**src/rtl/fft_out_reorder.sv**
```systemverilog
// fft_out_reorder: reorders the two bit-reversed MDC FFT output lanes into a natural-order bin stream via ping-pong banks.
// Optional macro FFT_REORDER_DROPCNT_EN adds a saturating dropped-frame counter output drop_cnt.
module fft_out_reorder #(
  parameter int DW = 16
) (
  input  logic          clk,
  input  logic          rst_n,
  input  logic          in_valid,
  input  logic          in_sop,
  input  logic [DW-1:0] in_re0,
  input  logic [DW-1:0] in_im0,
  input  logic [DW-1:0] in_re1,
  input  logic [DW-1:0] in_im1,
  output logic          out_valid,
  input  logic          out_ready,
  output logic [DW-1:0] out_re,
  output logic [DW-1:0] out_im,
  output logic [4:0]    out_idx,
  output logic          out_last,
  output logic          drop_pulse,
`ifdef FFT_REORDER_DROPCNT_EN
  output logic [7:0]    drop_cnt,
`endif
  output logic          sync_err
);
  typedef enum logic [1:0] {EMPTY, FILLING, FULL, READING} bank_st_t;
  bank_st_t st [2];
  bank_st_t st_nx [2];
  logic [2*DW-1:0] mem [2][32];
  logic [3:0] wbeat, wbeat_nx;
  logic wb, wb_nx, old, old_nx;
  logic [4:0] rd_idx, rd_idx_nx;
  logic filling, has_empty, any_full, rd_act, rb, cb, pick;
  logic claim, restart, cont, drop, last_beat, bypass, hs, fin, we, wsel;
  logic [3:0] beat;
  logic [4:0] a0;
  logic [2*DW-1:0] rd_word;
  assign filling   = (st[0] == FILLING) || (st[1] == FILLING);
  assign has_empty = (st[0] == EMPTY) || (st[1] == EMPTY);
  assign any_full  = (st[0] == FULL) || (st[1] == FULL);
  assign rd_act    = (st[0] == READING) || (st[1] == READING);
  assign rb        = st[1] == READING;
  assign cb        = st[0] != EMPTY;
  assign pick      = (st[0] == FULL && st[1] == FULL) ? old : (st[1] == FULL);
  assign claim     = in_valid && in_sop && !filling && has_empty;
  assign drop      = in_valid && in_sop && !filling && !has_empty;
  assign restart   = in_valid && in_sop && filling;
  assign cont      = in_valid && !in_sop && filling;
  assign last_beat = cont && wbeat == 4'd15;
  // an idle read side takes a just-completed bank straight to READING for 1-cycle latency
  assign bypass    = last_beat && !rd_act && !any_full;
  assign hs        = rd_act && out_ready;
  assign fin       = hs && rd_idx == 5'd31;
  assign we        = claim || restart || cont;
  assign wsel      = claim ? cb : wb;
  assign beat      = in_sop ? 4'd0 : wbeat;
  assign a0        = {beat[0], beat[1], beat[2], beat[3], 1'b0};
  assign rd_word   = mem[rb][rd_idx];
  assign out_valid = rd_act;
  assign out_idx   = rd_act ? rd_idx : 5'd0;
  assign out_last  = rd_act && rd_idx == 5'd31;
  assign out_re    = rd_act ? rd_word[2*DW-1:DW] : '0;
  assign out_im    = rd_act ? rd_word[DW-1:0] : '0;
  always_comb begin
    st_nx = st;
    wb_nx = wb;
    wbeat_nx = wbeat;
    old_nx = old;
    rd_idx_nx = rd_idx + {4'd0, hs};
    if (claim) begin
      st_nx[cb] = FILLING;
      wb_nx = cb;
      wbeat_nx = 4'd1;
    end else if (restart) wbeat_nx = 4'd1;
    else if (cont) begin
      wbeat_nx = wbeat + 4'd1;
      if (last_beat) begin
        st_nx[wb] = bypass ? READING : FULL;
        old_nx = (st[~wb] == FULL) ? ~wb : wb;
      end
    end
    if (fin) st_nx[rb] = EMPTY;
    else if (!rd_act && any_full) st_nx[pick] = READING;
  end
  always_ff @(posedge clk or negedge rst_n) begin
    if (!rst_n) begin
      st[0] <= EMPTY;
      st[1] <= EMPTY;
      wb <= 1'b0;
      wbeat <= 4'd0;
      old <= 1'b0;
      rd_idx <= 5'd0;
      drop_pulse <= 1'b0;
      sync_err <= 1'b0;
    end else begin
      st <= st_nx;
      wb <= wb_nx;
      wbeat <= wbeat_nx;
      old <= old_nx;
      rd_idx <= rd_idx_nx;
      drop_pulse <= drop;
      sync_err <= restart;
    end
  end
  always_ff @(posedge clk) begin
    if (we) begin
      mem[wsel][a0] <= {in_re0, in_im0};
      mem[wsel][{a0[4:1], 1'b1}] <= {in_re1, in_im1};
    end
  end
`ifdef FFT_REORDER_DROPCNT_EN
  always_ff @(posedge clk or negedge rst_n) begin
    if (!rst_n) drop_cnt <= 8'd0;
    else if (drop && drop_cnt != 8'd255) drop_cnt <= drop_cnt + 8'd1;
  end
`endif
endmodule

```
**config.mk**
```make
export PLATFORM = sky130hd
export DESIGN_NAME = fft_out_reorder
export DESIGN_NICKNAME = d
export VERILOG_FILES = /design/src/rtl/fft_out_reorder.sv
export SDC_FILE = /design/constraint.sdc
export NUM_CORES = 2
export LEC_CHECK = 0
export CORE_MARGIN = 2
export CORE_UTILIZATION = 35
export DETAILED_ROUTE_END_ITERATION = 12
export PLACE_DENSITY_LB_ADDON = 0.2
export SLEW_MARGIN = 20
export SYNTH_ARGS = -nofsm -noshare
export SYNTH_HDL_FRONTEND = slang
export SYNTH_SLANG_ARGS = --single-unit
```
**constraint.sdc**
```tcl
create_clock -name clk -period 6.2 [get_ports clk]
set_clock_uncertainty 0.2 [all_clocks]
set_input_delay 1.24 -clock clk [delete_from_list [all_inputs] [get_ports clk]]
set_output_delay 1.24 -clock clk [all_outputs]
set_load 0.03 [all_outputs]
```
**Word level (Yosys, flattened, before mapping)**

Memories as Yosys holds them, arrays and structs flattened.
Index checks and enable logic that the tools add are counted.

- Magnitude comparators: 14
- $add $sub $neg: 2
- Eq/ne operators: 9
- Multiplexer cells: 1063
- Bitwise gates (word level): 1041
- Reductions and logical operators: 37

Operators by type and width:

| operator | number |
|---|---|
| 2-to-1 mux 1024 bit | 2 |
| 2-to-1 mux 1 bit | 1029 |
| bitwise OR 1 bit | 1024 |
| demux 32 bit (select 5 bit) | 2 |
| binary-select mux 32 bit (select 5 bit) | 1 |
| 2-to-1 mux 32 bit | 4 |
| 2-to-1 mux 4 bit | 10 |
| 2-to-1 mux 16 bit | 2 |
| logical AND 1 bit | 21 |
| greater-or-equal comparator 6 bit (second input constant) | 3 |
| inverter 5 -> 6 bit | 3 |
| 2-to-1 mux 2 bit | 7 |
| less-than comparator 6 x 1 -> 1 bit (second input constant) | 2 |
| equality test 2 bit (second input constant) | 5 |
| greater-or-equal comparator 2 bit (second input constant) | 5 |
| inverter 1 -> 2 bit | 5 |
| demux 2 bit (select 1 bit) | 4 |
| less-than comparator 2 x 1 -> 1 bit (second input constant) | 4 |
| logical OR 1 bit | 6 |
| adder 5 x 1 -> 5 bit | 1 |
| equality test 5 bit (second input constant) | 1 |
| zero test 1 bit | 5 |
| 2-to-1 mux 5 bit | 1 |
| adder 4 x 1 -> 4 bit (second input constant) | 1 |
| 14 further kinds | 18 |

- Flip-flop bits (word level): 17
- Output and inout port bits: 41
- Word-level logic and storage cells: 2175
- Memories: 1
- RAM bits: 2048
- Input bits: 69

Memories:

| memory | depth | bits a word | read ports | clocked after memory_dff | wr ports | RTL line | source |
|---|---|---|---|---|---|---|---|
| mem | 2 | 1024 | 1 | 0 | 1 | 29 | `logic [2*DW-1:0] mem [2][32];` |

**Logic depth before layout (Yosys ltp)**

- Depth in word-level cells: 15
- Mapped depth: 12

**Least setup slack after synthesis**

OpenSTA, ideal clock, no wires.

- Path type: in2reg
- Start: input port in_sop
- End: memory mem[1][576] (netlist name), enable pin
- Buffers on the path: 2
- Path slack: 299 ps
- Data required time: 5513 ps
- Stages: 8
- Arrival time: 5214 ps
- Cells stage by stage: buf_2 -> nor2_1 -> o22ai_1 -> nand2_1 -> nor3b_2 -> nand2_1 -> clkbuf_1 -> nor2_1

- Word-level cells in the longest chain between the ends: 8
- Elaborated cells between the ends (all ways): 27
- Classes of those cells: 4 x order compare; 9 x mux; 3 x bitwise; 11 x reduce/logical

RTL lines:

| element | RTL line | source |
|---|---|---|
| start, declared | 9 | `input logic in_sop,` |
| 2-to-1 mux 4 bit or logical AND 1 bit (tied branches) | 56, 45, 47 |  |
| inverter 5 -> 6 bit (not written as such) (tied with other cells) | 107 | `mem[wsel][a0] <= {in_re0, in_im0};` |
| greater-or-equal comparator 6 bit (not written as such) (tied with other cells) | 107 |  |
| logical AND 1 bit (not written as such) (tied with other cells) | 107 |  |
| 2-to-1 mux 32 bit (not written as such) (tied with other cells) | 107 |  |
| demux 32 bit (select 5 bit) (tied with other cells) | 107 |  |
| 2-to-1 mux 1024 bit (on tied branches) | 107, 108 |  |
| bitwise OR 1 bit (no source line) | n/a |  |
| end, declared | 29 |  |

Several ways; a longest one is shown, not always the timed one.

**Worst setup path in the final report**

- Start: register rd_idx[2]
- End: output port out_re[0]

- Word-level cells in the longest chain between the ends: 5

RTL lines:

| element | RTL line | source |
|---|---|---|
| start, declared | 32 | `logic [4:0] rd_idx, rd_idx_nx;` |
| start signal, assigned | 100 | `rd_idx <= rd_idx_nx;` |
| inverter 5 -> 6 bit (not written as such) | 58 | `assign rd_word = mem[rb][rd_idx];` |
| binary-select mux 32 bit (select 5 bit) | 58 |  |
| 2-to-1 mux 32 bit (not written as such) (2 in a row) | 58 |  |
| 2-to-1 mux 16 bit | 62 | `assign out_re = rd_act ? rd_word[2*DW-1:DW] : '0;` |
| end, declared | 16 | `output logic [DW-1:0] out_re,` |

No other way between the ends. The select of a mux whose other input is x is not followed.

==> impl_results.md <==
- Leakage: 32.7 nW
- CP Depth: 9
- Maximum clock rate: ~170 MHz
- Most common cell after layout, fill and taps aside: edfxtp_1
- Post-Place Cell Area: between 90,000 and 100,000 µm²
- Power Dens Cells: just over 300 nW/µm²
- CTS H-tree lvls: 4
- Critical Path Start Type: flop
- Clock latency on the worst-skew pair: between 0.8 and 0.9 ns
- Area delta synth->final: 15.5%
- Clock power frac: 0.435
- Post-synthesis async set-or-reset flop share: 0.00823
- Hold Crit Depth: 3
- Number of max-cap violations: 0
- Slowest cell on the critical path: dfrtp_4
- Top FF cell, synth: edfxtp_1
- Core Area: ~250,000 µm²
- Worst Hold Slack: about 0.4 ns
- Status: finished clean
- Ports: 110
- P_sw: around 6.7 mW
- CTS tree: done
- Max VDD drop: roughly 0.00031 V
- All-Layer GR Usage: 0.219
- Worst slew pin tran: between 1 and 1.5 ns
- Crit path arrival time: between 4 and 5 ns
- Yosys warning count: 0
- Final #Nets: around 5,700
- Most used cell, CP: buf_12
- Count of different cell masters after synthesis: 72
- DRC viols: 0
- Antenna-violating nets left: 0
- Post-detail-place hpwl: approximately 160,000 µm
- FF+latch count, synth: 2,065
- Post-layout min period: 6.04 ns
- Slew Limit Headroom: 0.225
- Min-Delay Path Class: flop to flop
- Layout cells sized above 1: 0.240
- Critical Path RT: approximately 4.8 ns
- Vias in the first global route: just over 50,000
- Synth Net Count: around 5,500
- 1st-pass router iterations: 5
- Top delay family on crit path: buffers and inverters
- # hold bufs at CTS: 0
- Initial Util: 0.352
- DIE AREA: ~250,000 µm²
- Routed length per placed instance: 31.0 µm
- Crit path capture type: output port
- Cts bufs inserted: about 210
- Total number of vias: about 51,000
- Power Internal: about 24 mW
- Final Hold Viols: 0
- Clock transition at the registers of the reported paths: 0.06 ns
- CTS Buffer Depth: 3
- Pin count of the biggest net entering global routing: 99
- Cell Rows: between 150 and 200
- Syn avg cell area: around 16 µm²
- Flop pwr share: 0.514
- Area contributors post-synth: edfxtp_1 (71%), mux2_2 (6.5%), mux4_2 (5.3%), nand2_1 (4.6%), nand3_1 (1.7%)
- CTS root buf: clkbuf_16
- Initial antenna violation count: 22
- Design area: between 90,000 and 100,000 µm²
- Cell chain of the critical path: nand2_1, nor2_4, buf_12, buf_4, a32oi_1, nand3_1, o22ai_1, a22o_1, buf_12
- Sw frac: 0.220
- Share of the synthesized area in the top cell type: 0.712
- Chip width: approximately 500 µm
- Commonest non-fill, non-tap cells in the layout: edfxtp_1 (2,048), nand2_1 (1,048), mux2_2 (498)
- Post-Syn Area: roughly 86,000 µm²
- Max incr delay on CP: between 0.8 and 0.9 ns
- WP buf/inv: 3
- Combinational power share: 0.051
- Layout fillers: roughly 22,000
- Max-slew violations: 0
- Critical path type: flop to output port
- First-pass GRT wire length: roughly 390,000 µm
- R2R cell count: 8
- Port-buffer cells: approximately 110
- Setup Viol. Count Final: 0
- Routability cong.: between 0.7 and 0.8
- CTS sink cnt: just over 2,000
- Vias per cell: approximately 5.7
- Grt ovf: 0
- RSZ-0062 raised after global routing: false
- Iteration-0 DRC Markers: 5,389
- Die span in y: roughly 500 µm
- Post-synthesis sequential area ratio: 0.717
- Synth area leader: edfxtp_1
- Number of flops mapped to enable cells by yosys: 2,048
- Worst Path Max Fanout: 74
- Gate Count Post-Synth: 5,473
- Final period utilization: 0.975
- Final WL: 280,000 µm
[logic make-up after synthesis]
group                      share of synthesized area
DFF                                            0.717
and+or+nand+nor                               0.0720
muxes                                          0.132
AOI/OAI and AO/OA                             0.0553
buffers and inverters                         0.0237
xor gates and xnor gates                    0.000304
adders and majority gates                   0.000435
[path summary, 6_finish.rpt]
path | from | end | slack [ns]
setup reg to reg | st[0] | mem[0][794] | 2.36
setup / recovery | rd_idx[2] | out_re[0] | 0.16
max in group asynchronous | rst_n | rd_idx[3] | 4.97
min in group asynchronous | rst_n | sync_err | 0.54
hold / removal | old | old | 0.40
hold reg to reg | old | old | 0.40
[power groups by stage]
| stage | sequential [mW] | clock [mW] | combinational [mW] |
|---|---|---|---|
| floorplan | 15.9 | 0 | 0.807 |
| global placement | 15.9 | 0 | 1.52 |
| detailed placement | 15.9 | 0 | 1.55 |
| CTS | 15.6 | 13.4 | 1.55 |
| global route | 15.6 | 14.0 | 1.65 |
| finish | 15.6 | 13.2 | 1.55 |
[tightest hold or removal path, delay by kind of cell, from the launching register on]
kind	cells	cell delay (ns)
flip-flops	1	0.34
AO/OA/AOI/OAI	1	0.12
buffers and inverters	1	0.05
AND/OR/NAND/NOR	1	0.05
[routing by layer]
metal / vias to the layer above / track usage / share of wire
met4: 8 / 0.0539 / 0.024
met2: 1889 / 0.356 / 0.48
met5: - / 0 / 0.00020
met3: 359 / 0.0301 / 0.063
li1: 21600 / - / -
met1: 27500 / 0.310 / 0.44
[cell type report]
class                   count  area [µm²]  share of cell area
flip-flops and latches   2065       61900               0.621
multi-input cells        2978       22800               0.229
clock buffers             266        5620              0.0564
well taps                3220        4030              0.0404
repair buffers            348        3690              0.0370
clock inverters           137        1580              0.0159
inverters                  11        41.3            0.000414
diodes                      2        5.00           0.0000502
[per-stage QoR]
| step | instances | util | worst slack (ns) | TNS [ns] | power, mW |
|---|---|---|---|---|---|
| 2_1_floorplan | 5473 | - | 0.299 | 0 | 16.7 |
| 3_3_place_gp | 8613 | 0.376 | 0.781 | 0 | 17.4 |
| 3_5_place_dp | 8613 | 0.376 | 0.722 | 0 | 17.5 |
| 4_1_cts | 9016 | 0.406 | -0.0616 | -0.0616 | 30.6 |
| 5_1_grt | 9025 | 0.406 | 0.125 | 0 | 31.2 |
| 6_report | 9027 | 0.406 | 0.157 | 0 | 30.4 |
[synth_stat cells (all sizes together), types with 13 or more instances]
library cell  number
a2111oi           85
a21oi            193
mux4             204
a21o              23
o221ai            13
nand2           1059
dfrtp             17
nand3            285
and2              17
nor2              82
mux2i            100
o32ai             13
buf              199
o2111ai           69
a31oi             64
edfxtp          2048
o21ai             21
o22ai             47
clkbuf           223
a22o              24
mux2             512
a32oi             44
[what timing repair did]
item	in CTS	in global routing
endpoints found under the setup margin	2	15
pin swaps	1	1
gates resized for setup	2	3
cloned	0	3
endpoints found under the hold margin	0	0
setup buffers	0	6
[sequential cells by signal, indices dropped and copies added (netlist names)]
signal,cells
drop_pulse,1
mem,2048
old,1
rd_idx,5
st,4
sync_err,1
wb,1
wbeat,4
(Power assumes the default switching activity.)
